`src/rtl/kernel_ddr3_mem_dmaster_st_arb_if.sv`:
```
// ---------------------------------------------------------------------------
// kernel_ddr3_mem_dmaster_st_arb_if
// Purpose : bundles the two requester byte streams and the arbitrated output
//           stream of kernel_ddr3_mem_dmaster_st_arb into one interface.
// Signals : in0_* / in1_*  requester streams (valid, ready, data, sop, eop)
//           out_*          arbitrated stream (valid, ready, data, sop, eop,
//                          channel = index of the requester that sent the beat)
// Modports: slave  - the arbiter side (consumes in*, produces out*)
//           master - the environment side (produces in*, consumes out*)
//
// Handshake: a beat moves across a stream on a rising clock edge where
// valid and ready are both high. The sender holds valid and its payload
// stable until that edge. ready may be high while valid is low; that
// transfers nothing.
// ---------------------------------------------------------------------------
interface kernel_ddr3_mem_dmaster_st_arb_if #(
  parameter int DATA_W = 8
);
  logic              in0_valid;
  logic              in0_ready;
  logic [DATA_W-1:0] in0_data;
  logic              in0_sop;
  logic              in0_eop;

  logic              in1_valid;
  logic              in1_ready;
  logic [DATA_W-1:0] in1_data;
  logic              in1_sop;
  logic              in1_eop;

  logic              out_valid;
  logic              out_ready;
  logic [DATA_W-1:0] out_data;
  logic              out_sop;
  logic              out_eop;
  logic              out_channel;

  modport slave (
    input  in0_valid, in0_data, in0_sop, in0_eop,
    output in0_ready,
    input  in1_valid, in1_data, in1_sop, in1_eop,
    output in1_ready,
    output out_valid, out_data, out_sop, out_eop, out_channel,
    input  out_ready
  );

  modport master (
    output in0_valid, in0_data, in0_sop, in0_eop,
    input  in0_ready,
    output in1_valid, in1_data, in1_sop, in1_eop,
    input  in1_ready,
    input  out_valid, out_data, out_sop, out_eop, out_channel,
    output out_ready
  );
endinterface

```
`src/rtl/kernel_ddr3_mem_dmaster_st_arb.sv`:
```
// ---------------------------------------------------------------------------
// kernel_ddr3_mem_dmaster_st_arb
// Purpose : two-input packet arbiter for a byte stream. A grant is held for a
//           whole packet (sop..eop), so packets are never interleaved on the
//           output. Simultaneous requests are resolved round-robin. The output
//           is a single registered stage with 1-cycle latency.
// Ports   : clk          sole clock, rising edge
//           reset        synchronous, active-high
//           bus          stream interface (slave modport): in0_*, in1_*, out_*
//           busy         high while a packet grant is held
//           dbg_state_o  current FSM state (0 = IDLE, 1 = BUSY)
//           dbg_grant_o  index currently holding (or last given) the grant
// ---------------------------------------------------------------------------
module kernel_ddr3_mem_dmaster_st_arb #(
  parameter int DATA_W = 8
) (
  input  logic                            clk,
  input  logic                            reset,
  kernel_ddr3_mem_dmaster_st_arb_if.slave bus,
  output logic                            busy,
  output logic                            dbg_state_o,
  output logic                            dbg_grant_o
);

  typedef enum logic {
    IDLE = 1'b0,
    BUSY = 1'b1
  } state_t;

  state_t            state_q;
  logic              grant_q;
  logic              last_q;
  logic              out_valid_q;
  logic [DATA_W-1:0] out_data_q;
  logic              out_sop_q;
  logic              out_eop_q;
  logic              out_channel_q;

  logic              sel_valid;
  logic [DATA_W-1:0] sel_data;
  logic              sel_sop;
  logic              sel_eop;
  logic              load;
  logic              accept;

  // Mux the granted requester onto a common set of wires.
  always_comb begin
    sel_valid = bus.in0_valid;
    sel_data  = bus.in0_data;
    sel_sop   = bus.in0_sop;
    sel_eop   = bus.in0_eop;
    if (grant_q) begin
      sel_valid = bus.in1_valid;
      sel_data  = bus.in1_data;
      sel_sop   = bus.in1_sop;
      sel_eop   = bus.in1_eop;
    end
  end

  // The output stage can take a beat when it is empty or being drained this
  // cycle; a stalled output therefore stalls the granted requester too.
  assign load   = (state_q == BUSY) && (!out_valid_q || bus.out_ready);
  assign accept = load && sel_valid;

  assign bus.in0_ready = load && !grant_q;
  assign bus.in1_ready = load &&  grant_q;

  assign bus.out_valid   = out_valid_q;
  assign bus.out_data    = out_data_q;
  assign bus.out_sop     = out_sop_q;
  assign bus.out_eop     = out_eop_q;
  assign bus.out_channel = out_channel_q;

  assign busy        = (state_q == BUSY);
  assign dbg_state_o = state_q;
  assign dbg_grant_o = grant_q;

  always_ff @(posedge clk) begin
    if (reset) begin
      state_q       <= IDLE;
      grant_q       <= 1'b0;
      // last_q = 1 makes the first contested arbitration after reset go to in0.
      last_q        <= 1'b1;
      out_valid_q   <= 1'b0;
      out_data_q    <= '0;
      out_sop_q     <= 1'b0;
      out_eop_q     <= 1'b0;
      out_channel_q <= 1'b0;
    end else begin
      case (state_q)
        IDLE: begin
          // Requests are just valid; sop is not inspected. Nothing is
          // accepted in this cycle, the grant takes effect next cycle.
          if (bus.in0_valid && bus.in1_valid) begin
            grant_q <= ~last_q;
            state_q <= BUSY;
          end else if (bus.in0_valid) begin
            grant_q <= 1'b0;
            state_q <= BUSY;
          end else if (bus.in1_valid) begin
            grant_q <= 1'b1;
            state_q <= BUSY;
          end
        end
        BUSY: begin
          // Release on the accepted eop beat even though that beat still
          // sits in the output register; re-arbitration may overlap it.
          if (accept && sel_eop) begin
            state_q <= IDLE;
            last_q  <= grant_q;
          end
        end
        default: state_q <= IDLE;
      endcase

      if (accept) begin
        out_valid_q   <= 1'b1;
        out_data_q    <= sel_data;
        out_sop_q     <= sel_sop;
        out_eop_q     <= sel_eop;
        out_channel_q <= grant_q;
      end else if (bus.out_ready) begin
        // Beat drained with no replacement: payload fields keep their values.
        out_valid_q <= 1'b0;
      end
    end
  end

endmodule

```
`src/flat_wrapper.sv`:
```
// flat-port wrapper written by rule: the top's interface ports become plain ports
module kernel_ddr3_mem_dmaster_st_arb_flat 
#(
  parameter int DATA_W = 8
)
  (clk, reset, busy, dbg_state_o, dbg_grant_o, bus_in0_valid, bus_in0_data, bus_in0_sop, bus_in0_eop, bus_in0_ready, bus_in1_valid, bus_in1_data, bus_in1_sop, bus_in1_eop, bus_in1_ready, bus_out_valid, bus_out_data, bus_out_sop, bus_out_eop, bus_out_channel, bus_out_ready);
  kernel_ddr3_mem_dmaster_st_arb_if #(.DATA_W(DATA_W)) bus_i ();
  input  logic clk;
  input  logic reset;
  output logic busy;
  output logic dbg_state_o;
  output logic dbg_grant_o;
  input wire logic [$bits(bus_i.in0_valid)-1:0] bus_in0_valid;
  input wire logic [$bits(bus_i.in0_data)-1:0] bus_in0_data;
  input wire logic [$bits(bus_i.in0_sop)-1:0] bus_in0_sop;
  input wire logic [$bits(bus_i.in0_eop)-1:0] bus_in0_eop;
  output wire logic [$bits(bus_i.in0_ready)-1:0] bus_in0_ready;
  input wire logic [$bits(bus_i.in1_valid)-1:0] bus_in1_valid;
  input wire logic [$bits(bus_i.in1_data)-1:0] bus_in1_data;
  input wire logic [$bits(bus_i.in1_sop)-1:0] bus_in1_sop;
  input wire logic [$bits(bus_i.in1_eop)-1:0] bus_in1_eop;
  output wire logic [$bits(bus_i.in1_ready)-1:0] bus_in1_ready;
  output wire logic [$bits(bus_i.out_valid)-1:0] bus_out_valid;
  output wire logic [$bits(bus_i.out_data)-1:0] bus_out_data;
  output wire logic [$bits(bus_i.out_sop)-1:0] bus_out_sop;
  output wire logic [$bits(bus_i.out_eop)-1:0] bus_out_eop;
  output wire logic [$bits(bus_i.out_channel)-1:0] bus_out_channel;
  input wire logic [$bits(bus_i.out_ready)-1:0] bus_out_ready;
  assign bus_i.in0_valid = bus_in0_valid;
  assign bus_i.in0_data = bus_in0_data;
  assign bus_i.in0_sop = bus_in0_sop;
  assign bus_i.in0_eop = bus_in0_eop;
  assign bus_in0_ready = bus_i.in0_ready;
  assign bus_i.in1_valid = bus_in1_valid;
  assign bus_i.in1_data = bus_in1_data;
  assign bus_i.in1_sop = bus_in1_sop;
  assign bus_i.in1_eop = bus_in1_eop;
  assign bus_in1_ready = bus_i.in1_ready;
  assign bus_out_valid = bus_i.out_valid;
  assign bus_out_data = bus_i.out_data;
  assign bus_out_sop = bus_i.out_sop;
  assign bus_out_eop = bus_i.out_eop;
  assign bus_out_channel = bus_i.out_channel;
  assign bus_i.out_ready = bus_out_ready;
  kernel_ddr3_mem_dmaster_st_arb #(.DATA_W(DATA_W)) u_core (.clk(clk), .reset(reset), .bus(bus_i), .busy(busy), .dbg_state_o(dbg_state_o), .dbg_grant_o(dbg_grant_o));
endmodule
```
`config.mk`:
```
export PLATFORM = sky130hd
export DESIGN_NAME = kernel_ddr3_mem_dmaster_st_arb_flat
export DESIGN_NICKNAME = d
export VERILOG_FILES = /design/src/rtl/kernel_ddr3_mem_dmaster_st_arb_if.sv /design/src/rtl/kernel_ddr3_mem_dmaster_st_arb.sv /design/src/flat_wrapper.sv
export SDC_FILE = /design/constraint.sdc
export NUM_CORES = 1
export LEC_CHECK = 0
export ABC_AREA = 1
export CELL_PAD_IN_SITES_DETAIL_PLACEMENT = 0
export CELL_PAD_IN_SITES_GLOBAL_PLACEMENT = 1
export CORE_MARGIN = 3
export CORE_UTILIZATION = 26
export CTS_BUF_LIST = sky130_fd_sc_hd__clkbuf_4
export DETAILED_ROUTE_END_ITERATION = 12
export GPL_ROUTABILITY_DRIVEN = 0
export PLACE_DENSITY_LB_ADDON = 0.1
export SLEW_MARGIN = 0
export SYNTH_ARGS = -nofsm -noshare
export SYNTH_HDL_FRONTEND = slang
export SYNTH_SLANG_ARGS = --single-unit
```
`constraint.sdc`:
```
create_clock -name clk -period 1.3 [get_ports clk]
set_input_delay 0.13 -clock clk [delete_from_list [all_inputs] [get_ports clk]]
set_output_delay 0.13 -clock clk [all_outputs]
set_load 0.005 [all_outputs]
```
==> impl_results.md, run 1 <==
* Ys Warns at 0
* Final Hold Viols at 0
* Register area share after synthesis at 0.399
* Skew final at approximately 0.0094 ns
* Height of the chip at 59.8 µm
* Total Neg Setup Slack at 0 ns
* Post-synthesis adder-cell area fraction at 0
* Status: complete, no violations
* P_leak at 0.690 nW
* Synth Area in XOR/XNOR at 0
* Seq cells post-synth at 15
* Avg Cell Area, Syn at 6.96 µm²
* Clock transition at the registers of the reported paths at about 0.11 ns
* Max Cap Viol at 0
* Synth Area in Simple Gates at 0.379
* Ports at 42
* Slowest cell on crit path: clkdlybuf4s50_1
* Max Slew Vio Count at 0
* Worst Setup Start Kind: register
* Fill cells at between 200 and 300
* Main combinational cell family by area after synthesis: simple AND/OR/NAND/NOR gates
* Final #Nets at between 150 and 200
* Category of the most critical setup path: register to primary output
* Pre-antenna DRT Iters at 4
* Worst path bufs/invs at 1
* Largest net degree at the start of global routing at 13
* Dpl hpwl at about 1600 µm
* VDD IR max at 0.445 mV
* GR peak layer: met2
* Worst-skew pair later-pin latency at 0.29 ns
* Cts hold-fix bufs at 0
* Share of cells above drive strength 1 at 0.259
* Number of vias per cell at 4.33
* Worst Max-Slew Pin Slew at just under 0.3 ns
* CTS tree: yes
* Mux cell area share after synthesis at 0
* Top Family by Delay on Critical Path: buffers and inverters
* PnR Total Power at approximately 1.1 mW
* Mapped Cells at 108
* Antenna fix cells at 0
* Final wirelength at 2080 µm
* Worst path max stage delay at 0.49 ns
* First-pass GRT wire length at about 3500 µm
* Core Area at about 2600 µm²
* Number of CTS-inserted buffers at 3
* Placed cell count at ~190
* Met2 GRT Util at 0.227
* DRC viols at 0
* Period utilisation layout at 0.958
* Starting Density at 0.288
* Hold Slack at 0.462 ns
* Arrival time worst endpoint at roughly 1.1 ns
* Area growth syn-to-layout at 73.5%
* DIE AREA at ~3600 µm²
* Fin cells at roughly 190
* Worst path cell trace: clkdlybuf4s50_1
* Achievable Freq at roughly 0.80 GHz
* DIE WIDTH at roughly 60 µm
* Post-synthesis compound-gate area fraction at 0.126
* Mapped Area at between 700 and 800 µm²
* Final min period at ~1.2 ns
* Commonest non-fill, non-tap cells in the layout: nand2_1, clkdlybuf4s50_1, nor2_1
* Clock Path Buffers at 2
* GR Layer Usage met1 at 0.148
* Final setup vio count at 0
* GRT Total Usage at 0.130
* IO buf count at 41
* Crit end category: primary output
* Netlist cell types at 19
* Post-DR wirelength/cell at roughly 11 µm
* Detail Route Antenna Nets at 0
* Via total after detailed routing at ~830
* Initial antenna violation count at 0
* CTS sink count at 15
* Worst Path Max Fanout at 2
* Clock root cell: clkbuf_4
* Cell Rows at 18
* RSZ-0062 raised after global routing: false
* Grt met3 use at 0.0259
* HP Class: input pin to register
* Power per Cell Area at ~880 nW/µm²
* DRT iter0 DRCs at 13
* Syn Nets at between 100 and 150
* GRT Residual Overflow at 0
* Vias in the first global route at just over 800
* Most common cell after layout, fill and taps aside: nand2_1
* WP data required at 1.17 ns
* Pre-CTS setup slack at -0.290 ns
* H-tree levels at 1
* Slew HR at 0.807
* Final worst setup slack at between 0.05 and 0.06 ns
## through the flow
stage | util | area [µm²]
global route | 0.500 | 1310
floorplan | - | 752
detailed placement | 0.482 | 1260
finish | 0.500 | 1310
CTS | 0.493 | 1290
global placement | 0.482 | 1260
## sequential cells by signal, indices dropped and copies added, names as in the netlist
signal and flops:
u_core.bus.out_valid 1, u_core.dbg_grant_o 1, u_core.bus.out_eop 1, u_core.bus.out_channel 1, u_core.bus.out_data 8, u_core.last_q 1
u_core.bus.out_sop 1, u_core.busy 1
## Yosys cell counts
cell type,number,area share
nor2_1,20,0.10
nand2_1,35,0.17
a21oi_4,1,0.022
inv_2,1,0.0050
inv_4,1,0.0083
nand2_4,3,0.045
o21ai_2,1,0.012
a21oi_1,5,0.033
o21ai_0,3,0.020
nand2_2,3,0.025
buf_6,1,0.015
buf_8,1,0.020
inv_1,4,0.020
nand4_1,1,0.0083
o21ai_1,6,0.040
nand3_1,4,0.027
buf_4,2,0.020
dfxtp_1,15,0.40
buf_2,1,0.0066
## cells by family after synthesis
kind of cell,Yosys count
buf+inv,11
flops,15
compound gates,16
simple gates,66
## power by group
group          total, mW  internal (mW)  switching (mW)
clock network      0.283          0.114           0.168
logic              0.346          0.201           0.146
registers          0.517          0.498          0.0185
total               1.15          0.813           0.332
## cell type report
class / count / area [µm²] / share of cell area
clock buffers: 3 / 22.5 / 0.0173
clock inverters: 1 / 5.00 / 0.00384
inverters: 6 / 27.5 / 0.0211
multi-input cells: 82 / 380 / 0.291
flip-flops and latches: 15 / 317 / 0.243
well taps: 30 / 37.5 / 0.0288
repair buffers: 55 / 515 / 0.395
## layer usage
| layer | vias up | routed length [µm] |
|---|---|---|
| li1 | 448 | - |
| met1 | 358 | 874 |
| met2 | 24 | 1050 |
| met3 | 2 | 136 |
| met4 | 0 | 19 |
| met5 | - | 0 |
## worst paths after layout
path              slack [ns]  cells after the start                    from                      to
setup / recovery        0.05                      1  u_core.bus.out_data[4]         bus_out_data[4]
hold / removal          0.46                      3             bus_in1_eop           u_core.last_q
setup reg to reg        0.12                      7             u_core.busy  u_core.bus.out_channel
hold reg to reg         0.46                      2  u_core.bus.out_channel  u_core.bus.out_channel
## timing repair
item	in CTS	in global routing
setup buffers	1	0
pin swaps	0	1
endpoints found under the hold margin	0	0
resized for setup	18	14
endpoints found under the setup margin	8	18
Note: power is estimated with default switching activity, not from simulation.
==> run 2: changes to the inputs <==
--- a/config.mk
+++ b/config.mk
@@ -6,14 +6,15 @@
 export NUM_CORES = 1
 export LEC_CHECK = 0
 export ABC_AREA = 1
+export CAP_MARGIN = 20
 export CELL_PAD_IN_SITES_DETAIL_PLACEMENT = 0
 export CELL_PAD_IN_SITES_GLOBAL_PLACEMENT = 1
 export CORE_MARGIN = 3
-export CORE_UTILIZATION = 26
+export CORE_UTILIZATION = 28
 export CTS_BUF_LIST = sky130_fd_sc_hd__clkbuf_4
 export DETAILED_ROUTE_END_ITERATION = 12
 export GPL_ROUTABILITY_DRIVEN = 0
-export PLACE_DENSITY_LB_ADDON = 0.1
+export PLACE_DENSITY_LB_ADDON = 0.12
 export SLEW_MARGIN = 0
 export SYNTH_ARGS = -nofsm -noshare
 export SYNTH_HDL_FRONTEND = slang
==> constraint.sdc (replaced) <==
create_clock -name clk -period 1.6 [get_ports clk]
set_input_delay 0.16 -clock clk [delete_from_list [all_inputs] [get_ports clk]]
set_output_delay 0.16 -clock clk [all_outputs]
set_load 0.005 [all_outputs]
==> run 2 against run 1 <==
Against the previous run:
- combinational power shrank 23%
- via count shrank 5.4%
- die area shrank 6.4%
- critical path type unchanged
- critical endpoint is now dbg_grant_o
- largest cell class unchanged
==> impl_results.md, run 2 (synthesized netlist as in run 1, its figures left out) <==
* Final Hold Viols at 0
* Initial antenna violation count at 0
* CTS tree: yes
* CTS sink count at 15
* Crit end category: primary output
* Power per Cell Area at 755 nW/µm²
* Vias in the first global route at between 700 and 800
* Worst Path Max Fanout at 5
* GRT Total Usage at 0.126
* Core Area at between 2000 and 3000 µm²
* Area growth syn-to-layout at 62.2%
* Status: complete, no violations
* Clock transition at the registers of the reported paths at 0.09 ns
* Most common cell after layout, fill and taps aside: clkdlybuf4s50_1
* Share of cells above drive strength 1 at 0.131
* Achievable Freq at 0.699 GHz
* H-tree levels at 1
* HP Class: register to register
* Ports at 42
* Post-DR wirelength/cell at 10.8 µm
* Cell Rows at 18
* GRT Residual Overflow at 0
* Met2 wire length at 926 µm
* Largest net degree at the start of global routing at 14
* Starting Density at 0.298
* Worst path cell trace: clkdlybuf4s50_1
* Period utilisation layout at 0.894
* Via total after detailed routing at 787
* Clock root cell: clkbuf_4
* P_leak at 0.534 nW
* DRC viols at 0
* Worst path bufs/invs at 1
* DRT iter0 DRCs at a little over 40
* Final wirelength at between 1500 and 2000 µm
* Top Family by Delay on Critical Path: buffers and inverters
* DIE WIDTH at 57.8 µm
* Slowest cell on crit path: clkdlybuf4s50_1
* Final Util at 0.484
* PnR Total Power at ~900 µW
* Detail Route Antenna Nets at 0
* Top routing layer used: met4
* Worst-skew pair later-pin latency at 0.28 ns
* WP data required at 1.44 ns
* Arrival time worst endpoint at roughly 1.3 ns
* Skew final at about 0.0026 ns
* Category of the most critical setup path: register to primary output
* IO buf count at about 40
* Worst path max stage delay at around 0.55 ns
* Max Cap Viol at 0
* Largest register FFs at 8
* Clock Path Buffers at 2
* Final setup vio count at 0
* Final min period at 1.43 ns
* Final #Nets at about 180
* Dpl hpwl at between 1500 and 2000 µm
* Height of the chip at 57.8 µm
* Number of CTS-inserted buffers at 3
* First-pass GRT wire length at 3280 µm
* Worst Max-Slew Pin Slew at 0.311 ns
* Slew HR at 0.792
* Met3 Wirelength at about 140 µm
* DIE AREA at 3340 µm²
* VDD IR max at about 0.34 mV
* RSZ-0062 raised after global routing: false
* Pre-antenna DRT Iters at 4
* Commonest non-fill, non-tap cells in the layout: clkdlybuf4s50_1, nand2_1, nor2_1
* Max Slew Vio Count at 0
* Worst Setup Start Kind: register
* Post-Route M1 WL at roughly 900 µm
* Number of vias per cell at 4.30
* Antenna fix cells at 0
## run 2: changes by cell type in the layout (fill, tap and decap cells not counted), sizes merged
cell           change
buf               -11
clkbuf             +1
dlygate4sd2        -2
clkinv             -1
clkdlybuf4s50     +10
dlymetal6s2s       -6
## run 2: cell type report
class	count	area (µm²)
flip-flops and latches	15	302
inverters	6	25.0
well taps	30	37.5
multi-input cells	82	380
repair buffers	46	445
fillers	282	1300
clock buffers	4	30.0
## run 2: metrics by stage
step	std cells	TNS, ns	worst slack (ns)	hold slack [ns]	cell area, µm²
6_report	183	0	0.169	0.471	1220
5_1_grt	183	0	0.107	0.494	1220
4_1_cts	183	0	0.161	0.467	1220
3_5_place_dp	178	-0.0290	-0.0164	0.442	1180
3_3_place_gp	178	0	0.00809	0.444	1180
2_1_floorplan	108	0	0.503	0.229	752
## run 2: metal layers
layer / vias up / track usage
li1: 426 / -
met1: 334 / 0.168
met2: 23 / 0.202
met3: 4 / 0.0223
met4: 0 / 0.0497
met5: - / 0
## run 2: final timing paths
kind                                                to  cells past startpoint  slack [ns]                    from
worst max-delay path                       dbg_grant_o                      1        0.17      u_core.dbg_grant_o
worst min-delay path            u_core.bus.out_channel                      2        0.47  u_core.bus.out_channel
worst max register to register  u_core.bus.out_data[3]                      7        0.28      u_core.dbg_grant_o
worst min register to register  u_core.bus.out_channel                      2        0.47  u_core.bus.out_channel
## run 2: where the power goes
part	total, mW	internal (mW)	switching [mW]
clock network	0.236	0.114	0.122
logic	0.266	0.154	0.112
registers	0.419	0.402	0.0168
## run 2: repair_timing
item / 4_1_cts / 5_1_grt
setup endpoints to repair: 2 / 0
buffers inserted: 1 / 0
gates resized for setup: 3 / 0
hold buffers: 0 / 0
## run 2: tightest hold or removal path, cell delays in order, from the launching register on
cell     delay, ns
dfxtp_1       0.33
nand2_2       0.06
a21oi_1       0.05
